<file path="src/rtl/alu_pkg.sv">
// Shared definitions for the ALU issue unit: ALU opcodes, instruction func
// encodings, FSM states and the func-to-ALU-control decode.
package alu_pkg;

  localparam int NREGS  = 8;
  localparam int REG_W  = $clog2(NREGS);
  localparam int DATA_W = 32;
  localparam int IMM_W  = 16;

  localparam logic [1:0] OP_AND    = 2'b00;
  localparam logic [1:0] OP_OR     = 2'b01;
  localparam logic [1:0] OP_ADDSUB = 2'b10;
  localparam logic [1:0] OP_SLT    = 2'b11;

  localparam logic [2:0] FN_AND = 3'b000;
  localparam logic [2:0] FN_OR  = 3'b001;
  localparam logic [2:0] FN_ADD = 3'b010;
  localparam logic [2:0] FN_SUB = 3'b011;
  localparam logic [2:0] FN_SLT = 3'b100;
  localparam logic [2:0] FN_LI  = 3'b101;

  typedef enum logic [1:0] {
    IDLE,
    EXEC,
    WB
  } state_t;

  typedef struct packed {
    logic [1:0] op;
    logic       sub;
  } alu_ctrl_t;

  function automatic logic fn_legal(input logic [2:0] fn);
    return fn <= FN_LI;
  endfunction

  // LI has no ALU meaning; it gets the harmless AND encoding.
  function automatic alu_ctrl_t decode_func(input logic [2:0] fn);
    alu_ctrl_t ctrl;
    ctrl.op  = OP_AND;
    ctrl.sub = 1'b0;
    case (fn)
      FN_OR:   ctrl.op = OP_OR;
      FN_ADD:  ctrl.op = OP_ADDSUB;
      FN_SUB:  begin ctrl.op = OP_ADDSUB; ctrl.sub = 1'b1; end
      FN_SLT:  begin ctrl.op = OP_SLT;    ctrl.sub = 1'b1; end
      default: ctrl.op = OP_AND;
    endcase
    return ctrl;
  endfunction

endpackage

</file>
<file path="src/rtl/alu_regfile.sv">
// NREGS x 32 register file: two async operand read ports, one debug read port,
// one synchronous write port; register 0 is hardwired to zero.
module alu_regfile #(
  parameter int NREGS = 8
) (
  input  logic                     clk,
  input  logic                     rst_n,
  input  logic [$clog2(NREGS)-1:0] rs_addr,
  input  logic [$clog2(NREGS)-1:0] rt_addr,
  input  logic [$clog2(NREGS)-1:0] dbg_addr,
  output logic [31:0]              rs_data,
  output logic [31:0]              rt_data,
  output logic [31:0]              dbg_data,
  input  logic                     we,
  input  logic [$clog2(NREGS)-1:0] wr_addr,
  input  logic [31:0]              wr_data
);

  logic [31:0] regs [NREGS];

  always_ff @(posedge clk or negedge rst_n) begin
    if (!rst_n) begin
      for (int i = 0; i < NREGS; i++) regs[i] <= '0;
    end else if (we && (wr_addr != '0)) begin
      regs[wr_addr] <= wr_data;
    end
  end

  assign rs_data  = (rs_addr  == '0) ? '0 : regs[rs_addr];
  assign rt_data  = (rt_addr  == '0) ? '0 : regs[rt_addr];
  assign dbg_data = (dbg_addr == '0) ? '0 : regs[dbg_addr];

endmodule

</file>
<file path="src/rtl/alu_issue_unit.sv">
// Issue stage for the 32-bit AND/OR/ADD/SUB/SLT ALU: accepts one register-form
// instruction at a time, drives registered ALU operands, writes the result back.
module alu_issue_unit
  import alu_pkg::*;
#(
  parameter int NREGS = alu_pkg::NREGS,
  parameter int IMM_W = alu_pkg::IMM_W
) (
  input  logic                     clk,
  input  logic                     rst_n,
  input  logic                     in_valid,
  output logic                     in_ready,
  input  logic [2:0]               in_func,
  input  logic [$clog2(NREGS)-1:0] in_rd,
  input  logic [$clog2(NREGS)-1:0] in_rs,
  input  logic [$clog2(NREGS)-1:0] in_rt,
  input  logic [IMM_W-1:0]         in_imm,
  output logic [31:0]              alu_a,
  output logic [31:0]              alu_b,
  output logic [1:0]               alu_op,
  output logic                     alu_sub,
  input  logic [31:0]              alu_out,
  output logic                     wb_valid,
  output logic [$clog2(NREGS)-1:0] wb_rd,
  output logic [31:0]              wb_data,
  output logic                     err,
  input  logic [$clog2(NREGS)-1:0] dbg_addr,
  output logic [31:0]              dbg_data
);

  localparam int IDX_W = $clog2(NREGS);

  state_t           state, next_state;
  logic [IDX_W-1:0] rd_q;
  logic [2:0]       func_q;
  logic [IMM_W-1:0] imm_q;
  logic [31:0]      result_q;
  logic [31:0]      rs_data, rt_data;
  logic             accept, legal;
  alu_ctrl_t        ctrl;

  alu_regfile #(.NREGS(NREGS)) u_regfile (
    .clk      (clk),
    .rst_n    (rst_n),
    .rs_addr  (in_rs),
    .rt_addr  (in_rt),
    .dbg_addr (dbg_addr),
    .rs_data  (rs_data),
    .rt_data  (rt_data),
    .dbg_data (dbg_data),
    .we       (wb_valid),
    .wr_addr  (rd_q),
    .wr_data  (result_q)
  );

  // Ready is gated by reset so the source never sees a ready while held in reset.
  assign in_ready = rst_n && (state == IDLE);
  assign accept   = in_valid && in_ready;
  assign legal    = fn_legal(in_func);
  assign ctrl     = decode_func(in_func);

  assign wb_valid = (state == WB);
  assign wb_rd    = rd_q;
  assign wb_data  = result_q;

  always_ff @(posedge clk or negedge rst_n) begin
    if (!rst_n) state <= IDLE;
    else        state <= next_state;
  end

  always_comb begin
    next_state = state;
    case (state)
      IDLE:    if (accept && legal) next_state = EXEC;
      EXEC:    next_state = WB;
      WB:      next_state = IDLE;
      default: next_state = IDLE;
    endcase
  end

  // An illegal func only raises err; every other register keeps its value.
  always_ff @(posedge clk or negedge rst_n) begin
    if (!rst_n) begin
      alu_a    <= '0;
      alu_b    <= '0;
      alu_op   <= '0;
      alu_sub  <= 1'b0;
      rd_q     <= '0;
      func_q   <= '0;
      imm_q    <= '0;
      result_q <= '0;
      err      <= 1'b0;
    end else begin
      err <= accept && !legal;
      if (accept && legal) begin
        alu_a   <= rs_data;
        alu_b   <= rt_data;
        alu_op  <= ctrl.op;
        alu_sub <= ctrl.sub;
        rd_q    <= in_rd;
        func_q  <= in_func;
        imm_q   <= in_imm;
      end
      if (state == EXEC) begin
        result_q <= (func_q == FN_LI) ? {{(32-IMM_W){1'b0}}, imm_q} : alu_out;
      end
    end
  end

endmodule

</file>
<file path="config.mk">
export PLATFORM = sky130hd
export DESIGN_NAME = alu_issue_unit
export DESIGN_NICKNAME = d
export VERILOG_FILES = /design/src/rtl/alu_pkg.sv /design/src/rtl/alu_regfile.sv /design/src/rtl/alu_issue_unit.sv
export SDC_FILE = /design/constraint.sdc
export NUM_CORES = 1
export LEC_CHECK = 0
export ABC_CLOCK_PERIOD_IN_PS = 3100
export BUFFER_PORTS_ARGS = -buffer_cell sky130_fd_sc_hd__buf_2
export CAP_MARGIN = 15
export CORE_AREA = 2 2 206 208
export CTS_CLUSTER_DIAMETER = 60
export DETAILED_ROUTE_END_ITERATION = 16
export DIE_AREA = 0 0 208 210
export GPL_ROUTABILITY_DRIVEN = 1
export SLEW_MARGIN = 10
export SYNTH_ARGS = -nofsm -noshare
export SYNTH_HDL_FRONTEND = slang
export SYNTH_SLANG_ARGS = --single-unit
</file>
<file path="constraint.sdc">
create_clock -name clk -period 3.1 [get_ports clk]
set_input_delay 0.155 -clock clk [delete_from_list [all_inputs] [get_ports clk]]
set_output_delay 0.155 -clock clk [all_outputs]
set_load 0.02 [all_outputs]
</file>
==> flow_summary.toml, run 1 <==
[power]
max-vdd-ir-drop_mv = 0.507
p_leak_uw = 0.0105
power.density_nw_per_um2 = 801
total_power_uw = 17500

[synthesis]
yosysUniqueCellTypes = 43
synth_edf_count = 0
ys_ff_latch = 348
synth_area_um2 = 18400
avgSynthCellArea_um2 = 12.1
yosys_most_used_dff = "dfrtp_1"
synthTopCellsByArea = "dfrtp_1 47%, mux2_2 16%, mux2i_1 7.8%"
synth-adder-area-share_pct = 0
netlist_instances = 1516
synth.largest_area_cell = "dfrtp_1"
ys_seq_area_share_pct = 47.4
async_flop_share_pct = 100
synth_nets = 1582
synth_compound_area_share_pct = 11.4
synth_simple_gate_area_share_pct = 5.14
synth_top_area_share_pct = 47.4
synth_mux_area_share_pct = 32.6
synth_top_family_by_area = "multiplexers"
ys_warn_count = 0
synthXorXnorAreaFrac_pct = 0

[job]
maxCapViolations = 0

[timing]
rsz0062_at_grt = "false"
tightest_slew_ns = 1.17
timing.setup.tns_ns = 0
post-route-period-util_pct = 74.1
hold_viol_final = 0
slew_headroom_pct = 21.8
setup_viol = 0
fin_hold_ws_ns = 0.0684
drv_slew = 0
fin_crit_ns = 2.30
fin_skew_ns = 0.0109
fmax_mhz = 435

[clock_network]
clk_path_buf_depth = 3
clkTransAtPathRegs_ns = 0.06
numClockSinks = 348
cts_resized = 0
clockRootBuffer = "clkbuf_16"
ctsHtreeMaxLevel = 2
clk_latency_ns = 0.56
cts-buffers-inserted = 40
cts_tree = "done"

[placement]
gp_congestion = 0.799
portBuffers = 202
dp_hpwl_um = 34200

[critical_path]
worstPathArrival_ns = 2.79
worstPathRequired_ns = 3.59
crit_path_max_fanout = 123
reg2reg_depth = 5
end_kind = "flop"
start_kind = "input port"
path_class = "input port to flop"

[floorplan]
rows = 75
dieWidth_um = 208
die_h_um = 210
die-area_um2 = 43700
fp.coreArea_um2 = 41500
ioPinCount = 203
start_util_pct = 44.3

[drt]
drt_iter0_markers = 1093
ant_nets = 0
routed-via-count = 13745
post_drt_wl_per_cell_um = 24.3
wirelength_um = 56100
dr.pass1.iters = 7
viasPerCell = 5.96
drcViolationCount = 0

[cells_and_area]
regArea_um2 = 8710
multi_input_area_um2 = 9100
drive_above_1_share_pct = 38.8
num-fill-cells = 3664
finalNetCount = 1804
area_growth_pct = 19.1
n_antenna_cell = 0

[global_routing]
grt_use_total_pct = 25.6
grt_pass1_wl_um = 86300
antenna_found_initial = 0
grt_start_max_net_pins = 124
grt_pass1_vias = 13954
grt_remaining_overflow = 0

[min_path]
hold_depth = 3
hold_class = "input port to flop"

[outcome]
status = "finished, final reports clean"
## layout make-up
| class | instances | area share [%] |
|---|---|---|
| Sequential cell | 348 | 39.8 |
| Multi-Input combinational cell | 1032 | 41.6 |
| Timing Repair Buffer | 311 | 9.40 |
| Clock inverter | 12 | 0.800 |
| Tap cell | 539 | 3.08 |
| Inverter | 5 | 0.0858 |
| Clock buffer | 58 | 5.25 |
## repair_timing
item | in CTS | in global routing
setup buffers | 0 | 0
endpoints found under the hold margin | 286 | 0
hold buffers | 57 | 0
## report_power, final
| group | internal, uW | switching (uW) | leakage (uW) |
|---|---|---|---|
| registers | 5990 | 1640 | 0.00454 |
| clock network | 2910 | 1930 | 0.000651 |
| logic | 2680 | 2390 | 0.00533 |
## final timing paths
kind	start	end	slack, ns
worst max-delay path	rst_n	alu_op[0]	0.80
worst min-delay path	alu_out[15]	wb_data[15]	0.07
worst max register to register	state[0]	u_regfile.regs[179]	0.90
worst min register to register	imm_q[5]	imm_q[5]	0.47
max in group asynchronous	rst_n	u_regfile.regs[190]	1.35
min in group asynchronous	rst_n	alu_b[10]	0.35
## Yosys cell counts (2+ instances only)
cell type,number
o22ai_1,40
nand2_1,188
a211oi_1,20
mux2_2,264
mux2i_1,144
inv_1,3
nor3b_1,2
a21oi_1,24
buf_1,7
o21ai_0,93
o31ai_1,12
dfrtp_1,348
buf_6,7
nand3_1,2
nor3b_2,2
buf_2,48
clkbuf_1,64
mux4_2,34
a221oi_1,40
nor2_1,16
o22a_1,22
nor2b_1,3
mux2_4,54
buf_4,5
o221ai_1,21
a22oi_1,33
nand2b_1,4
## metal layers
metal | vias up | global-route usage [%] | part of all wire, %
met3 | 105 | 4.26 | 6.1
li1 | 6112 | - | -
met1 | 7046 | 35.6 | 45
met2 | 482 | 41.3 | 47
met4 | 0 | 7.92 | 2.3
met5 | - | 0 | 0
## metrics by stage
stage / setup slack, ns / cell area (um^2) / utilization [%] / cells
global route: 0.590 / 21900 / 52.8 / 2305
detailed placement: 0.797 / 20000 / 48.2 / 2178
global placement: 0.790 / 20000 / 48.2 / 2178
floorplan: 1.13 / 18400 / - / 1516
CTS: 0.763 / 21900 / 52.8 / 2305
finish: 0.802 / 21900 / 52.8 / 2305
## sequential cells by signal (all words and copies together), names as in the netlist
signal / cells
wb_data: 32
alu_b: 32
wb_rd: 3
u_regfile.regs: 224
alu_a: 32
alu_sub: 1
err: 1
func_q: 3
alu_op: 2
state: 2
imm_q: 16
## cells in the final DEF, fill, tap and decap left out, types with 4 or more instances in the layout
cell type	n
a221oi_1	40
dfrtp_1	348
clkbuf_8	6
a211oi_1	20
o221ai_1	21
a21oi_1	24
a22oi_1	33
mux2i_1	144
mux4_2	34
nor2_1	15
o22a_1	22
clkbuf_16	41
buf_4	50
o22ai_1	40
clkbuf_1	11
buf_12	5
o21ai_0	93
buf_2	197
clkinv_2	4
bufinv_16	4
mux2_2	264
mux2_4	54
nand2_1	186
dlygate4sd3_1	57
o31ai_1	12
## critical path: stages
cell and delay [ns]:
dlygate4sd3_1 0.56, buf_8 0.16, buf_12 0.50, nand4bb_2 0.33
nor4b_1 0.35, a221o_1 0.15, dlygate4sd3_1 0.54
## kinds of logic (layout without fill, tap and decap cells)
group,Yosys count,in the layout
multiplexers,496,496
flip-flops,348,348
AO/OA/AOI/OAI,310,310
AND/OR/NAND/NOR,226,226
buffers and inverters,136,386
No activity file was read; power rests on OpenSTA's default activity.
==> run 2, diff against run 1 <==
--- a/config.mk
+++ b/config.mk
@@ -5,7 +5,7 @@
 export SDC_FILE = /design/constraint.sdc
 export NUM_CORES = 1
 export LEC_CHECK = 0
-export ABC_CLOCK_PERIOD_IN_PS = 3100
+export ABC_CLOCK_PERIOD_IN_PS = 2300
 export BUFFER_PORTS_ARGS = -buffer_cell sky130_fd_sc_hd__buf_2
 export CAP_MARGIN = 15
 export CORE_AREA = 2 2 206 208
==> constraint.sdc (replaced) <==
create_clock -name clk -period 2.3 [get_ports clk]
set_input_delay 0.115 -clock clk [delete_from_list [all_inputs] [get_ports clk]]
set_output_delay 0.115 -clock clk [all_outputs]
set_load 0.02 [all_outputs]
==> run 2 against run 1 <==
Compared with the run above:
- die area unchanged
- cell area up 1.5%
- combinational power up 35%
- hold slack worse by 0.027 ns
- global-route usage about the same
- non-clock buffer count up 15
- clock skew about the same
- flip-flop and latch count unchanged
- critical path type is now flop to primary output
- critical endpoint is now dbg_data[31]
==> flow_summary.toml, run 2 (same netlist as run 1, synthesis figures left out) <==
[critical_path]
rr_endpoint = "alu_op[1]"
crit_path_max_fanout = 4
critPathTopFamily = "multiplexers"
slowest_delay_ns = 0.48
worstPathRequired_ns = 2.18
crit_cells = 4
r2r_setup_slack_ns = 0.36
r2r_start = "state[1]"
cp_cell_sequence = "mux4_2 > nand2_1 > o21ai_0 > buf_2"
reg2reg_depth = 7
path_buf_inv = 1
worstPathArrival_ns = 2.01
end_kind = "primary output"
path_class = "flop to primary output"
start_kind = "flop"
slowest_stage = "mux4_2"

[cells_and_area]
n_antenna_cell = 0
regMostFlops = "u_regfile.regs"
num-fill-cells = 3589
area_growth_pct = 20.9
final_common_cell = "dfrtp_1"
largest_reg_flops = 224
final_cell_mix = "348 x dfrtp_1, 264 x mux2_2, 197 x buf_2"
drive_above_1_share_pct = 39.5
finalNetCount = 1820

[timing]
fin_crit_ns = 2.12
hold_viol_final = 0
rsz0062_at_grt = "false"
post-route-period-util_pct = 92.3
tightest_slew_ns = 0.675
drv_slew = 0
fmax_mhz = 471
timing.setup.tns_ns = 0
setup_viol = 0
fin_skew_ns = 0.0110
slew_headroom_pct = 55.0

[clock_network]
ctsHtreeMaxLevel = 2
clkTransAtPathRegs_ns = 0.06
numClockSinks = 348
cts-buffers-inserted = 41
clockRootBuffer = "clkbuf_16"
cts_tree = "done"
clk_latency_ns = 0.56
clk_path_buf_depth = 3

[placement]
portBuffers = 202
gp_congestion = 0.809
dp_hpwl_um = 35000

[job]
maxCapViolations = 0

[drt]
viasPerCell = 5.91
dr.pass1.iters = 7
drcViolationCount = 0
ant_nets = 0
wirelength_um = 56300
drt_iter0_markers = 899
routed-via-count = 13728
post_drt_wl_per_cell_um = 24.2

[global_routing]
grt_remaining_overflow = 0
grt_use_total_pct = 25.6
grt_pass1_wl_um = 86100
grt_start_max_net_pins = 86
grt_util_met1_pct = 35.6
grt_busiest_layer = "met2"
use_met3_pct = 3.95
use_met2_pct = 41.0
grt_pass1_vias = 14133
antenna_found_initial = 1

[floorplan]
die-area_um2 = 43700
fp.coreArea_um2 = 41500
ioPinCount = 203
start_util_pct = 44.3
die_h_um = 210
rows = 75
dieWidth_um = 208

[power]
p_leak_uw = 0.0107
power.density_nw_per_um2 = 1060
max-vdd-ir-drop_mv = 0.525
total_power_uw = 23500

[outcome]
status = "finished, final reports clean"

[min_path]
hold_class = "input port to flop"
min-delay-start = "alu_out[15]"
worstHoldEndpoint = "wb_data[15]"
hold_depth = 3
run 2: cell types whose count changed in the layout (fill, tap and decap cells not counted), sizes merged:
cell and change:
buf +14, dlygate4sd3 +1, bufinv -4, clkinv +2
clkbuf +7, inv -2
run 2: timing repair:
item,in CTS,in global routing
setup buffers,0,0
resized for setup,0,0
hold buffers,58,0
hold endpoints to repair,143,0
run 2: power by group:
group	switching (uW)	total [uW]	internal (uW)
clock	2630	6430	3800
combinational	3190	6850	3660
sequential	2190	10300	8070
run 2: through the flow:
step | hold WS [ns] | std cells | area (um^2) | util, % | setup slack, ns
finish | 0.0418 | 2323 | 22200 | 53.6 | 0.178
global route | 0.0824 | 2323 | 22200 | 53.6 | 0.110
CTS | 0.0182 | 2323 | 22200 | 53.6 | 0.160
detailed placement | -0.0654 | 2192 | 20300 | 49.0 | 0.355
global placement | -0.0658 | 2192 | 20300 | 49.0 | 0.423
floorplan | -0.181 | 1516 | 18400 | - | 0.325
run 2: how the worst max path moves through the flow:
stage                             startpoint            to  slack (ns)
after detailed placement            state[1]     alu_op[1]        0.35
after floorplan                     state[1]     alu_a[30]        0.33
after CTS                  u_regfile.regs[0]   dbg_data[0]        0.16
after global routing       u_regfile.regs[0]   dbg_data[0]        0.11
final                     u_regfile.regs[31]  dbg_data[31]        0.18
after global placement              state[1]     alu_op[1]        0.42
run 2: layer usage:
metal  wire, um  vias up
met5          0        -
met3       3300      120
met1      25100     6959
met2      26300      489
li1           -     6160
met4       1610        0
run 2: worst reg2reg max path: cells and delay by family, from the launching register on:
kind,cells,cell delay (ns)
and+or+nand+nor,3,0.64
AOI/OAI and AO/OA,1,0.11
DFF,1,0.42
buffers and inverters,3,0.70
run 2: area by class of cell:
| class | count | area (um^2) | area share [%] |
|---|---|---|---|
| Clock buffer | 65 | 1280 | 5.76 |
| Clock inverter | 8 | 47.5 | 0.214 |
| Inverter | 5 | 18.8 | 0.0845 |
| Multi-Input combinational cell | 1032 | 9100 | 41.0 |
| Sequential cell | 348 | 8710 | 39.2 |
| Tap cell | 539 | 674 | 3.04 |
| Timing Repair Buffer | 326 | 2390 | 10.7 |
==> run 3, diff against run 2 <==
--- a/config.mk
+++ b/config.mk
@@ -13,6 +13,7 @@
 export DETAILED_ROUTE_END_ITERATION = 16
 export DIE_AREA = 0 0 208 210
 export GPL_ROUTABILITY_DRIVEN = 1
+export RECOVER_POWER = 50
 export SLEW_MARGIN = 10
 export SYNTH_ARGS = -nofsm -noshare
 export SYNTH_HDL_FRONTEND = slang
==> constraint.sdc (replaced) <==
create_clock -name clk -period 2.3 [get_ports clk]
set_input_delay 0.23 -clock clk [delete_from_list [all_inputs] [get_ports clk]]
set_output_delay 0.23 -clock clk [all_outputs]
set_load 0.02 [all_outputs]
==> run 3 against run 2 <==
Compared with the run above:
- the flow now finishes with violations (capacitance limit, slew limit)
- die area did not move
- combinational power shrank 1%
- core utilization shrank 0.65 points
- first-iteration DRC count rose by 28%
- global-route usage grew 0.50 points
- largest power group unchanged
- clock power fell by 5.6%
- maximum frequency decreased by 1.5%
- sequential power hardly changed
==> flow_summary.toml, run 3 (same netlist as run 1, synthesis figures left out) <==
[outcome]
status = "complete, but fails checks"
violations = "capacitance limit, slew limit"

[global_routing]
grt_start_max_net_pins = 170
grt_busiest_layer = "met2"
grt_use_total_pct = 26.1
use_met2_pct = 41.0
use_met3_pct = 4.34
grt_util_met1_pct = 36.0
grt_pass1_wl_um = 87500
antenna_found_initial = 1
grt_pass1_vias = 14127
grt_remaining_overflow = 0

[timing]
fin_crit_ns = 2.15
fmax_mhz = 464
fin_skew_ns = 0.0104
tightest_slew_ns = 1.59
post-route-period-util_pct = 93.7
fin_hold_ws_ns = 0.0240
hold_viol_final = 0
setup_viol = 0
slew_headroom_pct = -6.14
rsz0062_at_grt = "false"
timing.setup.tns_ns = 0
drv_slew = 170

[critical_path]
end_kind = "primary output"
path_class = "flop to primary output"
worstPathArrival_ns = 1.92
crit_path_max_fanout = 4
start_kind = "flop"
worstPathRequired_ns = 2.07

[floorplan]
rows = 75
start_util_pct = 44.3
ioPinCount = 203
die-area_um2 = 43700
die_h_um = 210
dieWidth_um = 208
fp.coreArea_um2 = 41500

[clock_network]
numClockSinks = 348
cts_tree = "done"
clkTransAtPathRegs_ns = 0.06
cts-buffers-inserted = 41
ctsHtreeMaxLevel = 2
clk_path_buf_depth = 3
clk_latency_ns = 0.55
clockRootBuffer = "clkbuf_16"

[drt]
routed-via-count = 13784
post_drt_wl_per_cell_um = 24.6
ant_nets = 0
viasPerCell = 5.96
dr.pass1.iters = 5
drcViolationCount = 0
drt_iter0_markers = 1151
wirelength_um = 56900

[cells_and_area]
final_common_cell = "dfrtp_1"
regMostFlops = "u_regfile.regs"
largest_reg_flops = 224
finalNetCount = 1810
final_cell_mix = "348 x dfrtp_1, 264 x mux2_2, 186 x nand2_1"
drive_above_1_share_pct = 35.7
area_growth_pct = 19.4
num-fill-cells = 3660

[power]
power.density_nw_per_um2 = 1050
max-vdd-ir-drop_mv = 0.661
p_leak_uw = 0.0104

[job]
maxCapViolations = 1

[placement]
portBuffers = 202
gp_congestion = 0.822
dp_hpwl_um = 34700

[min_path]
hold_class = "input port to flop"
run 3: cell types whose count changed in the layout (fill, tap and decap cells not counted), moves of 2 or more:
cell           change
clkbuf_1          +62
dlygate4sd3_1      -5
buf_2             -57
clkbuf_16          -2
buf_4             -10
buf_6              +2
clkbuf_2           +2
clkbuf_8           -5
run 3: worst paths after layout:
kind | cells after the start | from | endpoint | slack, ns
max | 4 | u_regfile.regs[67] | dbg_data[3] | 0.15
max in group asynchronous | 3 | rst_n | wb_data[4] | 0.44
min | 3 | alu_out[1] | wb_data[1] | 0.02
max reg2reg | 6 | state[1] | alu_a[2] | 0.21
min in group asynchronous | 2 | rst_n | wb_data[25] | 0.08
min reg2reg | 2 | imm_q[8] | imm_q[8] | 0.48
run 3: metal layers:
metal | wire length, um | vias to the layer above
met5 | 0 | -
met4 | 2010 | 0
met3 | 3200 | 123
met2 | 26400 | 464
met1 | 25300 | 7058
li1 | - | 6139
run 3: through the flow:
| stage | util [%] | setup WS [ns] | total power (uW) | area [um^2] | instances |
|---|---|---|---|---|---|
| after floorplan | - | 0.325 | 14600 | 18400 | 1516 |
| after global routing | 52.9 | 0.0510 | 24400 | 21900 | 2311 |
| after global placement | 48.9 | 0.302 | 16900 | 20300 | 2187 |
| after detailed placement | 48.9 | 0.230 | 17100 | 20300 | 2187 |
| after CTS | 53.2 | 0.135 | 23400 | 22000 | 2310 |
| final | 52.9 | 0.146 | 23100 | 21900 | 2311 |
run 3: critical path, cell delays in order, from the launching register on:
cell	delay (ns)
dfrtp_1	0.41
mux4_2	0.45
nand2_1	0.07
o21ai_0	0.20
buf_2	0.24
run 3: area by class of cell:
type	count	area, um^2	share of cell area, %
clock buffer	62	1170	5.35
tap	539	674	3.07
timing repair buffer	316	2230	10.1
antenna	1	2.50	0.0114
multi-input combinational	1032	9100	41.4
inverter	5	18.8	0.0855
sequential	348	8710	39.7
clock inverter	8	46.3	0.211
run 3: power by group:
part	internal (uW)	total, uW	switching [uW]
sequential	8070	10300	2250
clock	3510	6070	2560
combinational	3570	6750	3180
run 3: what timing repair did:
action                    in CTS  in global routing
hold endpoints to repair     104                  0
setup buffers                  0                  0
resized for setup              0                  0
hold buffers                  53                  0
